===== config.mk =====
export PLATFORM = sky130hd
export DESIGN_NAME = spi_pwm_master
export DESIGN_NICKNAME = d
export VERILOG_FILES = /design/src/rtl/spi_pwm_master.sv
export SDC_FILE = /design/constraint.sdc
export NUM_CORES = 1
export LEC_CHECK = 0
export BUFFER_PORTS_ARGS = -buffer_cell sky130_fd_sc_hd__buf_2
export CORE_ASPECT_RATIO = 1.4
export CORE_UTILIZATION = 52
export DETAILED_ROUTE_END_ITERATION = 6
export HOLD_SLACK_MARGIN = 0.12
export PLACE_DENSITY = 0.73
export SYNTH_ARGS = -nofsm -noshare
export SYNTH_HDL_FRONTEND = slang
export SYNTH_SLANG_ARGS = --single-unit

===== constraint.sdc =====
create_clock -name IN_CLOCK -period 2.8 [get_ports IN_CLOCK]
set_input_delay 0.28 -clock IN_CLOCK [delete_from_list [all_inputs] [get_ports IN_CLOCK]]
set_output_delay 0.28 -clock IN_CLOCK [all_outputs]
set_load 0.005 [all_outputs]

===== src/rtl/spi_pwm_master.sv =====
// SPI master: sends one PACK_LENGTH-bit PWM word per transfer and returns the word read on MISO.
// Optional build macro SPI_MASTER_LOOPBACK_EN samples MOSI internally instead of the MISO pin.
module spi_pwm_master #(
    parameter int unsigned CPHA                       = 1,
    parameter int unsigned CPOL                       = 1,
    parameter int unsigned PACK_LENGTH                = 8,
    parameter int unsigned PACK_BIT_SEQUENCE_TRANSMIT = 1,
    parameter int unsigned PACK_BIT_SEQUENCE_RECEIVE  = 1,
    parameter int unsigned CLOCK_FREQUENCY            = 50000000,
    parameter int unsigned SCLK_FREQUENCY             = 1000000,
    parameter int unsigned CS_GAP_CYCLES              = 4
) (
    input  logic                   IN_CLOCK,
    input  logic                   IN_RESET,
    input  logic [PACK_LENGTH-1:0] IN_TRANSMIT_DATA,
    input  logic                   IN_VALID,
    output logic                   OUT_READY,
    input  logic                   MISO,
    output logic                   SCLK,
    output logic                   CS,
    output logic                   MOSI,
    output logic [PACK_LENGTH-1:0] OUT_RECEIVE_DATA,
    output logic                   OUT_RECEIVE_VALID
);

    localparam int unsigned HALF     = CLOCK_FREQUENCY / (2 * SCLK_FREQUENCY);
    localparam int unsigned EDGES    = 2 * PACK_LENGTH;
    localparam int unsigned GAP_LAST = (CS_GAP_CYCLES > 0) ? CS_GAP_CYCLES - 1 : 0;
    localparam int unsigned CNT_MAX  = (HALF > CS_GAP_CYCLES) ? HALF : CS_GAP_CYCLES;
    localparam int unsigned CNT_W    = $clog2(CNT_MAX + 1);
    localparam int unsigned EDGE_W   = $clog2(EDGES + 1);
    localparam logic        SCLK_IDLE = (CPOL != 0);

    typedef enum logic [2:0] {StIdle, StSetup, StShift, StHold, StGap} state_e;

    state_e                 state_q, state_d;
    logic [CNT_W-1:0]       cnt_q, cnt_d;
    logic [EDGE_W-1:0]      edge_q, edge_d;
    logic [PACK_LENGTH-1:0] tx_q, tx_d;
    logic [PACK_LENGTH-1:0] rx_q, rx_d;
    logic [PACK_LENGTH-1:0] rx_data_q, rx_data_d;
    logic                   rx_valid_q, rx_valid_d;
    logic                   sclk_q, sclk_d;
    logic                   cs_q, cs_d;
    logic                   mosi_q, mosi_d;
    logic                   ready_q, ready_d;
    logic                   half_done;
    logic                   do_edge;
    logic                   sample_edge;
    logic                   sample_bit;

`ifdef SPI_MASTER_LOOPBACK_EN
    logic unused_miso;
    assign unused_miso = MISO;
    assign sample_bit  = mosi_q;
`else
    assign sample_bit  = MISO;
`endif

    function automatic logic tx_first(input logic [PACK_LENGTH-1:0] w);
        return (PACK_BIT_SEQUENCE_TRANSMIT != 0) ? w[PACK_LENGTH-1] : w[0];
    endfunction

    function automatic logic [PACK_LENGTH-1:0] tx_shift(input logic [PACK_LENGTH-1:0] w);
        if (PACK_BIT_SEQUENCE_TRANSMIT != 0) return {w[PACK_LENGTH-2:0], 1'b0};
        return {1'b0, w[PACK_LENGTH-1:1]};
    endfunction

    function automatic logic [PACK_LENGTH-1:0] rx_merge(input logic [PACK_LENGTH-1:0] w,
                                                         input logic                   b);
        if (PACK_BIT_SEQUENCE_RECEIVE != 0) return {w[PACK_LENGTH-2:0], b};
        return {b, w[PACK_LENGTH-1:1]};
    endfunction

    always_comb begin
        state_d     = state_q;
        cnt_d       = cnt_q;
        edge_d      = edge_q;
        tx_d        = tx_q;
        rx_d        = rx_q;
        rx_data_d   = rx_data_q;
        rx_valid_d  = 1'b0;
        sclk_d      = sclk_q;
        cs_d        = cs_q;
        mosi_d      = mosi_q;
        ready_d     = ready_q;
        do_edge     = 1'b0;
        half_done   = (cnt_q == CNT_W'(HALF - 1));
        // Even edge_q means the upcoming edge is odd-numbered, i.e. leading.
        sample_edge = (CPHA == 0) ? ~edge_q[0] : edge_q[0];

        unique case (state_q)
            StIdle: begin
                ready_d = 1'b1;
                if (IN_VALID && ready_q) begin
                    ready_d = 1'b0;
                    cs_d    = 1'b0;
                    cnt_d   = '0;
                    edge_d  = '0;
                    rx_d    = '0;
                    state_d = StSetup;
                    if (CPHA == 0) begin
                        mosi_d = tx_first(IN_TRANSMIT_DATA);
                        tx_d   = tx_shift(IN_TRANSMIT_DATA);
                    end else begin
                        tx_d   = IN_TRANSMIT_DATA;
                    end
                end
            end
            StSetup: begin
                if (half_done) begin
                    do_edge = 1'b1;
                    state_d = StShift;
                end else begin
                    cnt_d = cnt_q + 1'b1;
                end
            end
            StShift: begin
                if (half_done) begin
                    if (edge_q == EDGE_W'(EDGES)) begin
                        state_d = StHold;
                        cnt_d   = '0;
                    end else begin
                        do_edge = 1'b1;
                    end
                end else begin
                    cnt_d = cnt_q + 1'b1;
                end
            end
            StHold: begin
                if (half_done) begin
                    cs_d       = 1'b1;
                    mosi_d     = 1'b0;
                    rx_data_d  = rx_q;
                    rx_valid_d = 1'b1;
                    cnt_d      = '0;
                    state_d    = StGap;
                end else begin
                    cnt_d = cnt_q + 1'b1;
                end
            end
            StGap: begin
                if (cnt_q == CNT_W'(GAP_LAST)) begin
                    cnt_d   = '0;
                    ready_d = 1'b1;
                    state_d = StIdle;
                end else begin
                    cnt_d = cnt_q + 1'b1;
                end
            end
            default: state_d = StIdle;
        endcase

        if (do_edge) begin
            cnt_d  = '0;
            sclk_d = ~sclk_q;
            edge_d = edge_q + 1'b1;
            if (sample_edge) begin
                rx_d = rx_merge(rx_q, sample_bit);
            end else if (CPHA != 0 || edge_q != EDGE_W'(EDGES - 1)) begin
                // With CPHA = 0 the final trailing edge leaves the last bit on MOSI.
                mosi_d = tx_first(tx_q);
                tx_d   = tx_shift(tx_q);
            end
        end
    end

    always_ff @(posedge IN_CLOCK) begin
        if (!IN_RESET) begin
            state_q    <= StIdle;
            cnt_q      <= '0;
            edge_q     <= '0;
            tx_q       <= '0;
            rx_q       <= '0;
            rx_data_q  <= '0;
            rx_valid_q <= 1'b0;
            sclk_q     <= SCLK_IDLE;
            cs_q       <= 1'b1;
            mosi_q     <= 1'b0;
            ready_q    <= 1'b0;
        end else begin
            state_q    <= state_d;
            cnt_q      <= cnt_d;
            edge_q     <= edge_d;
            tx_q       <= tx_d;
            rx_q       <= rx_d;
            rx_data_q  <= rx_data_d;
            rx_valid_q <= rx_valid_d;
            sclk_q     <= sclk_d;
            cs_q       <= cs_d;
            mosi_q     <= mosi_d;
            ready_q    <= ready_d;
        end
    end

    assign OUT_READY         = ready_q;
    assign SCLK              = sclk_q;
    assign CS                = cs_q;
    assign MOSI              = mosi_q;
    assign OUT_RECEIVE_DATA  = rx_data_q;
    assign OUT_RECEIVE_VALID = rx_valid_q;

endmodule

==> flow_summary.ini <==
[yosys]
synth_xor_area_share_pct = 0.9168
yosysTopAreaCellShare_pct = 44.01
avgSynthCellArea_um2 = 7.895
synthAdderAreaFrac_pct = 2.620
synth_edf_count = 0
netlist_area_mm2 = 0.001911
async_reset_ff_share_pct = 0
synth_cell_types = 37
netlist_instances = 242
yosysMostFrequentCell = nand2_1
synth_top_family_by_area = simple AND/OR/NAND/NOR gates
synthTopCellsByArea = dfxtp_1 44%, nand2_1 12%, mux2i_1 4.2%
ys_seq_elements = 42
synth_nets = 258
yosys-top-cells-count = 59 x nand2_1, 42 x dfxtp_1, 19 x nor2_1, 16 x nand3_1, 14 x a21oi_1
synthMuxAreaShare_pct = 4.191
synth-simple-area-share_pct = 29.67
synth_compound_area_share_pct = 14.21
yosysTopAreaCell = dfxtp_1
ys_seq_area_share_pct = 44.01
synth_warnings = 0
synth_top_flop_cell = dfxtp_1

[sta]
rsz0062_at_grt = false
drv_slew = 0
layout_min_cycle_time_ns = 2.224
setup_violations = 0
min_period_over_period_pct = 79.44
max_slew_margin_pct = 51.14
fin_skew_ns = 0.009441
hold_viol = 0
setup_tns_ns = 0
fmax_mhz = 449.6
finalWorstSetupSlack_ns = 0.5756
worst_slew_pin_slew_ns = 0.7321

[grt]
grt_pass1_vias = 1414
grt-ovfl-total = 0
antenna_found_initial = 0
grtUsageTotal_pct = 21.17
grt_max_degree = 27
grt_pass1_wl_um = 6154

[run_status]
outcome = completed

[setup_path]
required_ns = 2.97
startpoint_type = flip-flop
crit_path_end_kind = flip-flop
arrival_ns = 2.39
crit_fanout = 17
critical_path_class = reg2reg

[cts]
h-tree-depth = 2
clk_pin_slew_worst_paths_ns = 0.08
cts-root-buf = clkbuf_8
cts_tree = done
post_cts_buffers = 0
cts.sinks = 42
cts.repair.resized = 0
insertion_delay_ns = 0.30
max-clock-path-buffers = 2
hold_buffers = 0
cts_made_buffers = 5

[drt]
ant_nets = 0
wire_per_inst_um = 12.18
drc_errors = 0
vias_per_cell = 5.392
first_pass_iters = 4
drt-initial-drc-count = 50
drt_wl_total_um = 3665
vias = 1623

[place]
place_congestion = 0.7787
dpl.hpwl_um = 2462
portBuffers = 24
dpl_cell_area_mm2 = 0.002034
dp_slack_ns = 0.5894

[cells_and_area]
final_area_mm2 = 0.002121
drive_gt1_share_pct = 14.18
finish.utilization_pct = 61.64
diodes = 0
fill_cells = 339
final_nets = 276
synthToLayoutAreaGrowth_pct = 11.00

[power_and_ir_drop]
power.total_mw = 1.068
vdd_drop_max_uv = 354.6
power_density_mw_per_mm2 = 503.7
leakagePower_nw = 0.8587

[floorplanning]
initial_utilization_pct = 55.53
core_mm2 = 0.003441
dieHeight_um = 73.72
num_rows = 25
io_pins = 25
die_w_um = 53.23
die_area_mm2 = 0.003924

[worst_hold_path]
hold_class = in2reg

[job]
max_cap_viol_count = 0
cell type report:
cell class / instances / area (um^2) / share of cell area, %
tap: 40 / 50.05 / 2.360
clock inverter: 2 / 13.76 / 0.6490
multi-input combinational: 179 / 985.9 / 46.49
sequential: 42 / 840.8 / 39.65
clock buffer: 6 / 72.57 / 3.422
inverter: 6 / 22.52 / 1.062
timing repair buffer: 26 / 135.1 / 6.372
worst max-delay path, cell delays in order, from the launching register on:
cell      delay [ns]
dfxtp_1         0.41
inv_1           0.09
ha_1            0.19
nor4bb_1        0.15
o21a_1          0.22
or4_1           0.75
nand4_1         0.20
o21ai_0         0.09
where the power goes:
part           switching (mW)  internal, mW
Sequential            0.00946         0.608
Combinational          0.0448        0.0266
Clock                   0.203         0.176
Total                   0.257         0.811
worst paths after layout:
kind / start / endpoint / slack, ns / cells after the start
max reg2reg: edge_q[0]$_SDFFE_PN0P_ / MOSI$_SDFF_PN0_ / 0.58 / 7
max: edge_q[0]$_SDFFE_PN0P_ / MOSI$_SDFF_PN0_ / 0.58 / 7
min: MISO / rx_q[0]$_SDFF_PN0_ / 0.22 / 3
min reg2reg: OUT_RECEIVE_DATA[3]$_SDFFE_PN0P_ / OUT_RECEIVE_DATA[3]$_SDFFE_PN0P_ / 0.45 / 2
cell usage in the layout (no fill, tap or decap), drive strengths merged, types with 2 or more instances in the layout:
cell type | synthesis | routed
dfxtp | 42 | 42
clkbuf | 10 | 6
o21ai | 10 | 10
nor2b | 4 | 4
nand2 | 59 | 59
o21a | 2 | 2
mux2i | 8 | 8
nand3 | 16 | 16
clkinv | 0 | 2
nand3b | 2 | 2
a21oi | 14 | 14
a311oi | 7 | 7
ha | 4 | 4
buf | 5 | 26
o211ai | 2 | 2
or2 | 2 | 2
a221oi | 2 | 2
nor3 | 6 | 6
nand2b | 6 | 6
inv | 6 | 6
nor2 | 19 | 19
a31oi | 2 | 2
flip-flops by register name, indices dropped and copies added (netlist names):
signal             cells
OUT_READY              1
OUT_RECEIVE_DATA       8
SCLK                   1
OUT_RECEIVE_VALID      1
CS                     1
state_q                3
MOSI                   1
tx_q                   8
rx_q                   8
cnt_q                  5
edge_q                 5
logic make-up after synthesis:
| group | count (synthesis) |
|---|---|
| simple gates | 122 |
| compound gates | 43 |
| flops | 42 |
| buf+inv | 21 |
| mux | 8 |
| fa+ha+maj | 4 |
| xor+xnor | 2 |
metal layers:
metal	part of all wire [%]	up-vias	GRT usage, %
li1	-	863	-
met1	48	726	26.49
met2	47	29	32.92
met3	3.3	5	5.590
met4	1.9	0	10.23
met5	0	-	0
through the flow:
step,hold slack [ns],cells
4_1_cts,0.2147,301
3_3_place_gp,0.4402,293
3_5_place_dp,0.4430,293
6_report,0.2225,301
2_1_floorplan,0.4188,242
5_1_grt,0.2315,301
Power figures use the tool's default switching activity.
